<file path="config.mk">
export PLATFORM = sky130hd
export DESIGN_NAME = ast_to_data
export DESIGN_NICKNAME = d
export VERILOG_FILES = /design/src/rtl/ast_to_data.sv
export SDC_FILE = /design/constraint.sdc
export NUM_CORES = 1
export LEC_CHECK = 0
export CORE_AREA = 2 2 64 97
export CTS_BUF_LIST = sky130_fd_sc_hd__clkbuf_2
export DETAILED_ROUTE_END_ITERATION = 7
export DIE_AREA = 0 0 66 99
export PLACE_DENSITY = 0.74
export RECOVER_POWER = 100
export SYNTH_ARGS = -nofsm -noshare
export SYNTH_HDL_FRONTEND = slang
export SYNTH_SLANG_ARGS = --single-unit
</file>
<file path="constraint.sdc">
create_clock -name clk_i -period 2.59 [get_ports clk_i]
set_clock_uncertainty 0.05 [all_clocks]
set_input_delay 0.259 -clock clk_i [delete_from_list [all_inputs] [get_ports clk_i]]
set_output_delay 0.259 -clock clk_i [all_outputs]
set_load 0.005 [all_outputs]
</file>
<file path="src/rtl/ast_to_data.sv">
// Avalon-ST sink that assembles one DATA_SYMBOLS packet into a parallel word.
// The word is held until the consumer takes it; malformed packets pulse err_o.
module ast_to_data #(
  parameter int BYTE_W           = 8,
  parameter int DATA_SYMBOLS     = 6,
  parameter int AST_SINK_SYMBOLS = 1,
  parameter bit AST_SINK_ORDER   = 1'b1,
  parameter int AST_SINK_EMPTY_W = (AST_SINK_SYMBOLS == 1) ? 1 : $clog2(AST_SINK_SYMBOLS)
) (
  input  logic                               clk_i,
  input  logic                               arst_i,
  input  logic [AST_SINK_SYMBOLS*BYTE_W-1:0] ast_sink_data_i,
  input  logic                               ast_sink_valid_i,
  output logic                               ast_sink_ready_o,
  input  logic [AST_SINK_EMPTY_W-1:0]        ast_sink_empty_i,
  input  logic                               ast_sink_startofpacket_i,
  input  logic                               ast_sink_endofpacket_i,
  output logic [DATA_SYMBOLS*BYTE_W-1:0]     data_o,
  output logic                               data_valid_o,
  input  logic                               data_ready_i,
  output logic                               err_o
);
  localparam int S         = AST_SINK_SYMBOLS;
  localparam int N_BEATS   = (DATA_SYMBOLS + S - 1) / S;
  localparam int DATA_MOD  = (DATA_SYMBOLS % S == 0) ? S : DATA_SYMBOLS % S;
  localparam int EXP_EMPTY = S - DATA_MOD;
  localparam int CNT_W     = $clog2(N_BEATS + 1);

  localparam logic [CNT_W-1:0]            LAST_BEAT = CNT_W'(N_BEATS - 1);
  localparam logic [AST_SINK_EMPTY_W-1:0] EXP_EMPTY_V = AST_SINK_EMPTY_W'(EXP_EMPTY);

  typedef enum logic [1:0] {IDLE, RECV, DROP, HOLD} state_t;

  state_t                               state_q, state_d;
  logic [CNT_W-1:0]                     beat_cnt_q, beat_cnt_d;
  logic [DATA_SYMBOLS-1:0][BYTE_W-1:0]  data_q, data_d;
  logic                                 valid_q, valid_d;
  logic                                 err_q, err_d;

  logic [S-1:0][BYTE_W-1:0] beat_sym, beat_ord;
  logic                     place;
  logic [CNT_W-1:0]         place_idx;
  logic                     sink_unused;

  assign beat_sym    = ast_sink_data_i;
  assign sink_unused = ^{ast_sink_empty_i, ast_sink_data_i};

  always_comb begin
    beat_ord = beat_sym;
    for (int i = 0; i < S; i++)
      beat_ord[i] = AST_SINK_ORDER ? beat_sym[S-1-i] : beat_sym[i];
  end

  // Beat k owns word symbols [k*S +: S]; the last beat naturally covers the
  // top DATA_MOD symbols from its low reordered symbols.
  always_comb begin
    data_d = data_q;
    if (place)
      for (int j = 0; j < DATA_SYMBOLS; j++)
        if (CNT_W'(j / S) == place_idx) data_d[j] = beat_ord[j % S];
  end

  always_comb begin
    state_d    = state_q;
    beat_cnt_d = beat_cnt_q;
    valid_d    = valid_q;
    err_d      = 1'b0;
    place      = 1'b0;
    place_idx  = beat_cnt_q;
    if (state_q == HOLD) begin
      if (data_ready_i) begin
        valid_d    = 1'b0;
        beat_cnt_d = '0;
        state_d    = IDLE;
      end
    end else if (ast_sink_valid_i) begin
      if (ast_sink_startofpacket_i) begin
        // SOP always restarts; only an interrupted RECV counts as an error
        err_d      = (state_q == RECV);
        place_idx  = '0;
        beat_cnt_d = CNT_W'(1);
        if (N_BEATS == 1) begin
          place = 1'b1;
          if (ast_sink_endofpacket_i) begin
            state_d = HOLD;
            valid_d = 1'b1;
          end else begin
            state_d = DROP;
            err_d   = 1'b1;
          end
        end else if (ast_sink_endofpacket_i) begin
          state_d    = IDLE;
          err_d      = 1'b1;
          beat_cnt_d = '0;
        end else begin
          place   = 1'b1;
          state_d = RECV;
        end
      end else begin
        case (state_q)
          IDLE: begin
            err_d = 1'b1;
            if (!ast_sink_endofpacket_i) state_d = DROP;
          end
          DROP: if (ast_sink_endofpacket_i) state_d = IDLE;
          RECV: begin
            if (beat_cnt_q != LAST_BEAT) begin
              if (ast_sink_endofpacket_i) begin
                err_d      = 1'b1;
                state_d    = IDLE;
                beat_cnt_d = '0;
              end else begin
                place      = 1'b1;
                beat_cnt_d = beat_cnt_q + CNT_W'(1);
              end
            end else if (!ast_sink_endofpacket_i) begin
              err_d      = 1'b1;
              state_d    = DROP;
              beat_cnt_d = '0;
            end else if (S > 1 && ast_sink_empty_i != EXP_EMPTY_V) begin
              err_d      = 1'b1;
              state_d    = IDLE;
              beat_cnt_d = '0;
            end else begin
              place   = 1'b1;
              state_d = HOLD;
              valid_d = 1'b1;
            end
          end
          default: ;
        endcase
      end
    end
  end

  always_ff @(posedge clk_i or posedge arst_i) begin
    if (arst_i) begin
      state_q    <= IDLE;
      beat_cnt_q <= '0;
      data_q     <= '0;
      valid_q    <= 1'b0;
      err_q      <= 1'b0;
    end else begin
      state_q    <= state_d;
      beat_cnt_q <= beat_cnt_d;
      data_q     <= data_d;
      valid_q    <= valid_d;
      err_q      <= err_d;
    end
  end

  assign ast_sink_ready_o = (state_q != HOLD);
  assign data_o           = data_q;
  assign data_valid_o     = valid_q;
  assign err_o            = err_q;
endmodule

</file>
# Yosys cells after proc, flatten, opt, wreduce, memory -nomap -nowiden
# Index checks and enable logic that the tools add are counted.
[word_totals]
register_bits = 55
inputBits = 15
output_inout_bits = 51
wordCells = 84
[op_classes]
add_sub_neg = 1
n_eq_ne = 15
mux = 42
reduce_logical = 16
[ops]
columns = ["cell", "n"]
rows = [
  ["3-bit two-way mux", 11],
  ["1-bit two-way mux", 22],
  ["2-bit two-way mux", 7],
  ["2-bit AND reduction", 6],
  ["4-bit AND reduction", 2],
  ["2-bit by 3-bit equality test with 1-bit output (first input constant)", 2],
  ["3-bit equality test (first input constant)", 2],
  ["2-bit inequality test (second input constant)", 3],
  ["2-bit case mux with 3 select lines", 1],
  ["6-bit AND reduction", 1],
  ["2-bit nonzero test", 3],
  ["5-bit nonzero test", 1],
  ["2-bit equality test (second input constant)", 2],
  ["4-bit by 2-bit inequality test with 1-bit output (second input constant)", 1],
  ["4-bit inequality test (second input constant)", 1],
  ["3-bit by 1-bit adder with 3-bit output (second input constant)", 1],
  ["1-bit by 3-bit equality test with 1-bit output (first input constant)", 1],
  ["3-bit zero test", 1],
  ["3-bit inequality test (second input constant)", 1],
  ["3-bit nonzero test", 1],
  ["2-bit by 1-bit equality test with 1-bit output (second input constant)", 1],
  ["2-bit zero test", 1],
  ["2-bit by 1-bit inequality test with 1-bit output (second input constant)", 1],
  ["1-bit case mux with 2 select lines", 1],
]

# Longest topological paths before layout
[logic_depth]
word_depth = 7
ltp_mapped = 8
ltp_nobuf = 6

# Worst setup path before layout
# No wires, ideal clock.
[synth_path]
path_type = "register -> register"
startpoint = "reg state_q[0]"
endpoint = "reg state_q[0]"
t_arrival_ps = 1713
t_required_ps = 2422
setup_slack_ps = 709
path_stages_with_launch = 7
path_buffers = 0
cell_sequence = "dfrtp_1 inv_1 ha_1 or4_1 o211ai_1 a311oi_1 a21o_1"
[synth_between]
elab_chain_len = 6
[synth_lines]
columns = ["item", "line_no", "rtl"]
rows = [
  ["start, declared", "34", "state_t state_q, state_d;"],
  ["start signal, assigned", "144", "state_q <= state_d;"],
  ["2-bit two-way mux (2 in series)", "n/a", ""],
  ["2-bit case mux with 3 select lines", "100", "case (state_q)"],
  ["2-bit two-way mux", "77", "if (ast_sink_startofpacket_i) begin"],
  ["2-bit two-way mux", "76", "end else if (ast_sink_valid_i) begin"],
  ["2-bit two-way mux", "70", "if (state_q == HOLD) begin"],
]
# Parallel ways exist; a longest one is shown, timed or not. The select of a mux whose other input is x is not followed.
# A chain may end at the register's enable or synchronous reset.

# Final worst setup path
[layout_path]
startpoint = "reg state_q[1]"
endpoint = "reg data_q (netlist bit data_o[18])"
[layout_between]
elab_chain_len = 6
[layout_lines]
columns = ["item", "line_no", "rtl"]
rows = [
  ["2-bit by 1-bit equality test with 1-bit output", "100", ""],
  ["1-bit two-way mux", "100", ""],
  ["1-bit two-way mux", "77", ""],
  ["1-bit two-way mux", "76", ""],
  ["1-bit two-way mux", "70", ""],
  ["2-bit AND reduction (no line) *", "n/a", ""],
  ["end signal, assigned", "146", "data_q <= data_d;"],
  ["end, declared", "36", "logic [DATA_SYMBOLS-1:0][BYTE_W-1:0] data_q, data_d;"],
]
# Mark *: on every way between the ends. The rest lies on a longest branch, timed or not.

==> reports/results.tsv <==
metric	value	unit
status	completed	
register area share after synthesis	55.2	%
RSZ-0062 raised after global routing	no	
Max-slew headroom	11.2	%
Syn Nets	199	
setup TNS	0	ns
Yosys top cell by area	dfrtp_1	
Placement Setup Slack	0.306	ns
cell count after synthesis	177	
CTS sink count	55	
maximum clock path buffer count	2	
top-count cell post-synth	dfrtp_1	
Post-CTS Setup Bufs	0	
Crit-path slowest cell	and4b_1	
worst hold path type	input port to register	
num ports	66	
CP delay by family, top	simple AND/OR/NAND/NOR gates	
first-pass GRT wire length	8550	um
Top FF cell, synth	dfrtp_1	
CTS Hold Buffers Added	0	
Post-DP HPWL	3740	um
P_leak	1.60	nW
Worst-path clk slew	0.25	ns
CTS H-tree depth	2	
cts repair resizes	0	
top cell type's share of synthesized area	55.2	%
Finished Cell Area	0.00320	mm2
fraction of layout cells with a size suffix above 1	26.4	%
Die Span Y	99	um
final critical-path share of the clock period	88.9	%
Syn Area/Cell	14.1	um2
GRT Resource Usage Total	17.2	%
Hold Fails Final Rpt	0	
TritonCTS buffer count	5	
synthesized cell area	0.00249	mm2
Worst path max stage delay	0.55	ns
Data required, critical path	2.88	ns
DR DRC count	0	
Core Region	0.00570	mm2
Worst Path Max Fanout	10	
largest net degree at the start of global routing	56	
Synth top cells by count	dfrtp_1, mux2_2, ha_1, inv_1, nor2_1	
YS warnings	0	
Area growth, synth to finish	28.3	%
Rows	34	
Pre-antenna DRT Iters	4	
Crit Path Class	register to register	
final-report setup violation count	0	
Root Buffer Master	clkbuf_2	
fin nets	267	
Post-synth EDFFs	0	
die area	0.00653	mm2
Netlist cell types	41	
Buf+Inv Stages, Crit Path	1	
Worst Tran Pin Value	1.33	ns
drt wl/cell	16.4	um
initial antenna violation count	0	
power per cell area	673	mW/mm2
Detail Route Antenna Nets	0	
vias per cell	5.20	
diode count	0	
width of the die	66	um
Peak VDD IR	0.000435	V
Worst Path Arrival	2.59	ns
#FFs+latches synth	55	
Fmax	0.434	GHz
Max-Cap Viols	0	
largest cells by area after synthesis	dfrtp_1, mux2_2, ha_1	
CP endpoint kind	register	
setup slack after layout	0.288	ns
final slew viol count	0	
port buffer count	64	
worst path cell trace	inv_1 -> ha_1 -> nor3b_1 -> and4b_1 -> mux2_2	
CTS tree	yes	
ys async rst share	100	%
GP Congestion	0.834	
Starting Density	43.7	%
GRT overflow	0	
post-route minimum period	2.30	ns
Routed WL	5200	um
number of global-route vias before repair	1653	
DR iter-0 viols	93	
clock latency on the worst-skew pair	0.43	ns
Placement Cell Area	0.00321	mm2
Critical Path Source Type	register	
DR vias	1655	
-- worst paths after layout --
check,start,end,slack [ns],cells after the start
min reg2reg,data_o[29],data_o[29],0.48,1
max reg2reg,state_q[1],data_o[18],0.29,5
min,data_ready_i,data_valid_o,0.35,2
max in group asynchronous,arst_i,data_o[12],1.07,3
max,state_q[1],data_o[18],0.29,5
min in group asynchronous,arst_i,data_o[31],0.62,3
-- through the flow --
stage	cells	total power [W]	util, %	hold WS (ns)
after detailed placement	310	0.00193	56.3	0.442
after global placement	310	0.00191	56.3	0.436
after CTS	318	0.00226	57.0	0.0833
final	318	0.00215	56.1	0.346
after floorplan	177	0.00153	-	0.296
after global routing	318	0.00231	56.1	0.291
-- cells in the final DEF, fill, tap and decap left out, drive strengths merged, types with 3 or more instances in the layout --
cell           instances
dlygate4sd3           51
dfrtp                 55
nand4                  3
nor2                   6
mux2                  49
o21ai                  4
clkdlybuf4s50         13
o41ai                  3
nand2                  4
clkbuf                 8
inv                    6
ha                     7
-- metal layers --
metal  wire length [um]  global-route usage, %  up-vias
li1                   -                      -      782
met1               2110                   21.1      830
met2               2780                   29.7       38
met3                238                   3.88        5
met4                 70                   5.49        0
met5                  0                      0        -
-- where the power goes --
| group | leakage (nW) | internal [W] | total, W | switching, W |
|---|---|---|---|---|
| clock network | 0.0290 | 0.0000687 | 0.000322 | 0.000254 |
| registers | 0.739 | 0.00101 | 0.00112 | 0.000105 |
| logic | 0.833 | 0.000408 | 0.000710 | 0.000303 |
| total | 1.60 | 0.00149 | 0.00215 | 0.000661 |
-- layout make-up --
cell class                 count  area, um2
clock inverter                 2       12.5
timing repair buffer          68        664
tap                           72       90.1
sequential                    55       1380
fill                         513       2500
clock buffer                   6       30.0
multi-input combinational    108        996
inverter                       7       26.3
-- logic make-up after synthesis --
kind of cell    count (synthesis)  synth area share (%)
compound gates                 22                  6.98
xor+xnor                        1                 0.352
fa+ha+maj                       7                  3.52
buf+inv                        14                  3.37
flops                          55                  55.2
mux                            49                  22.1
simple gates                   29                  8.39
-- sequential cells by signal, summed over array words and instances (netlist names) --
| name | cells |
|---|---|
| beat_cnt_q | 3 |
| data_o | 48 |
| data_valid_o | 1 |
| err_o | 1 |
| state_q | 2 |
(Power assumes the default switching activity.)
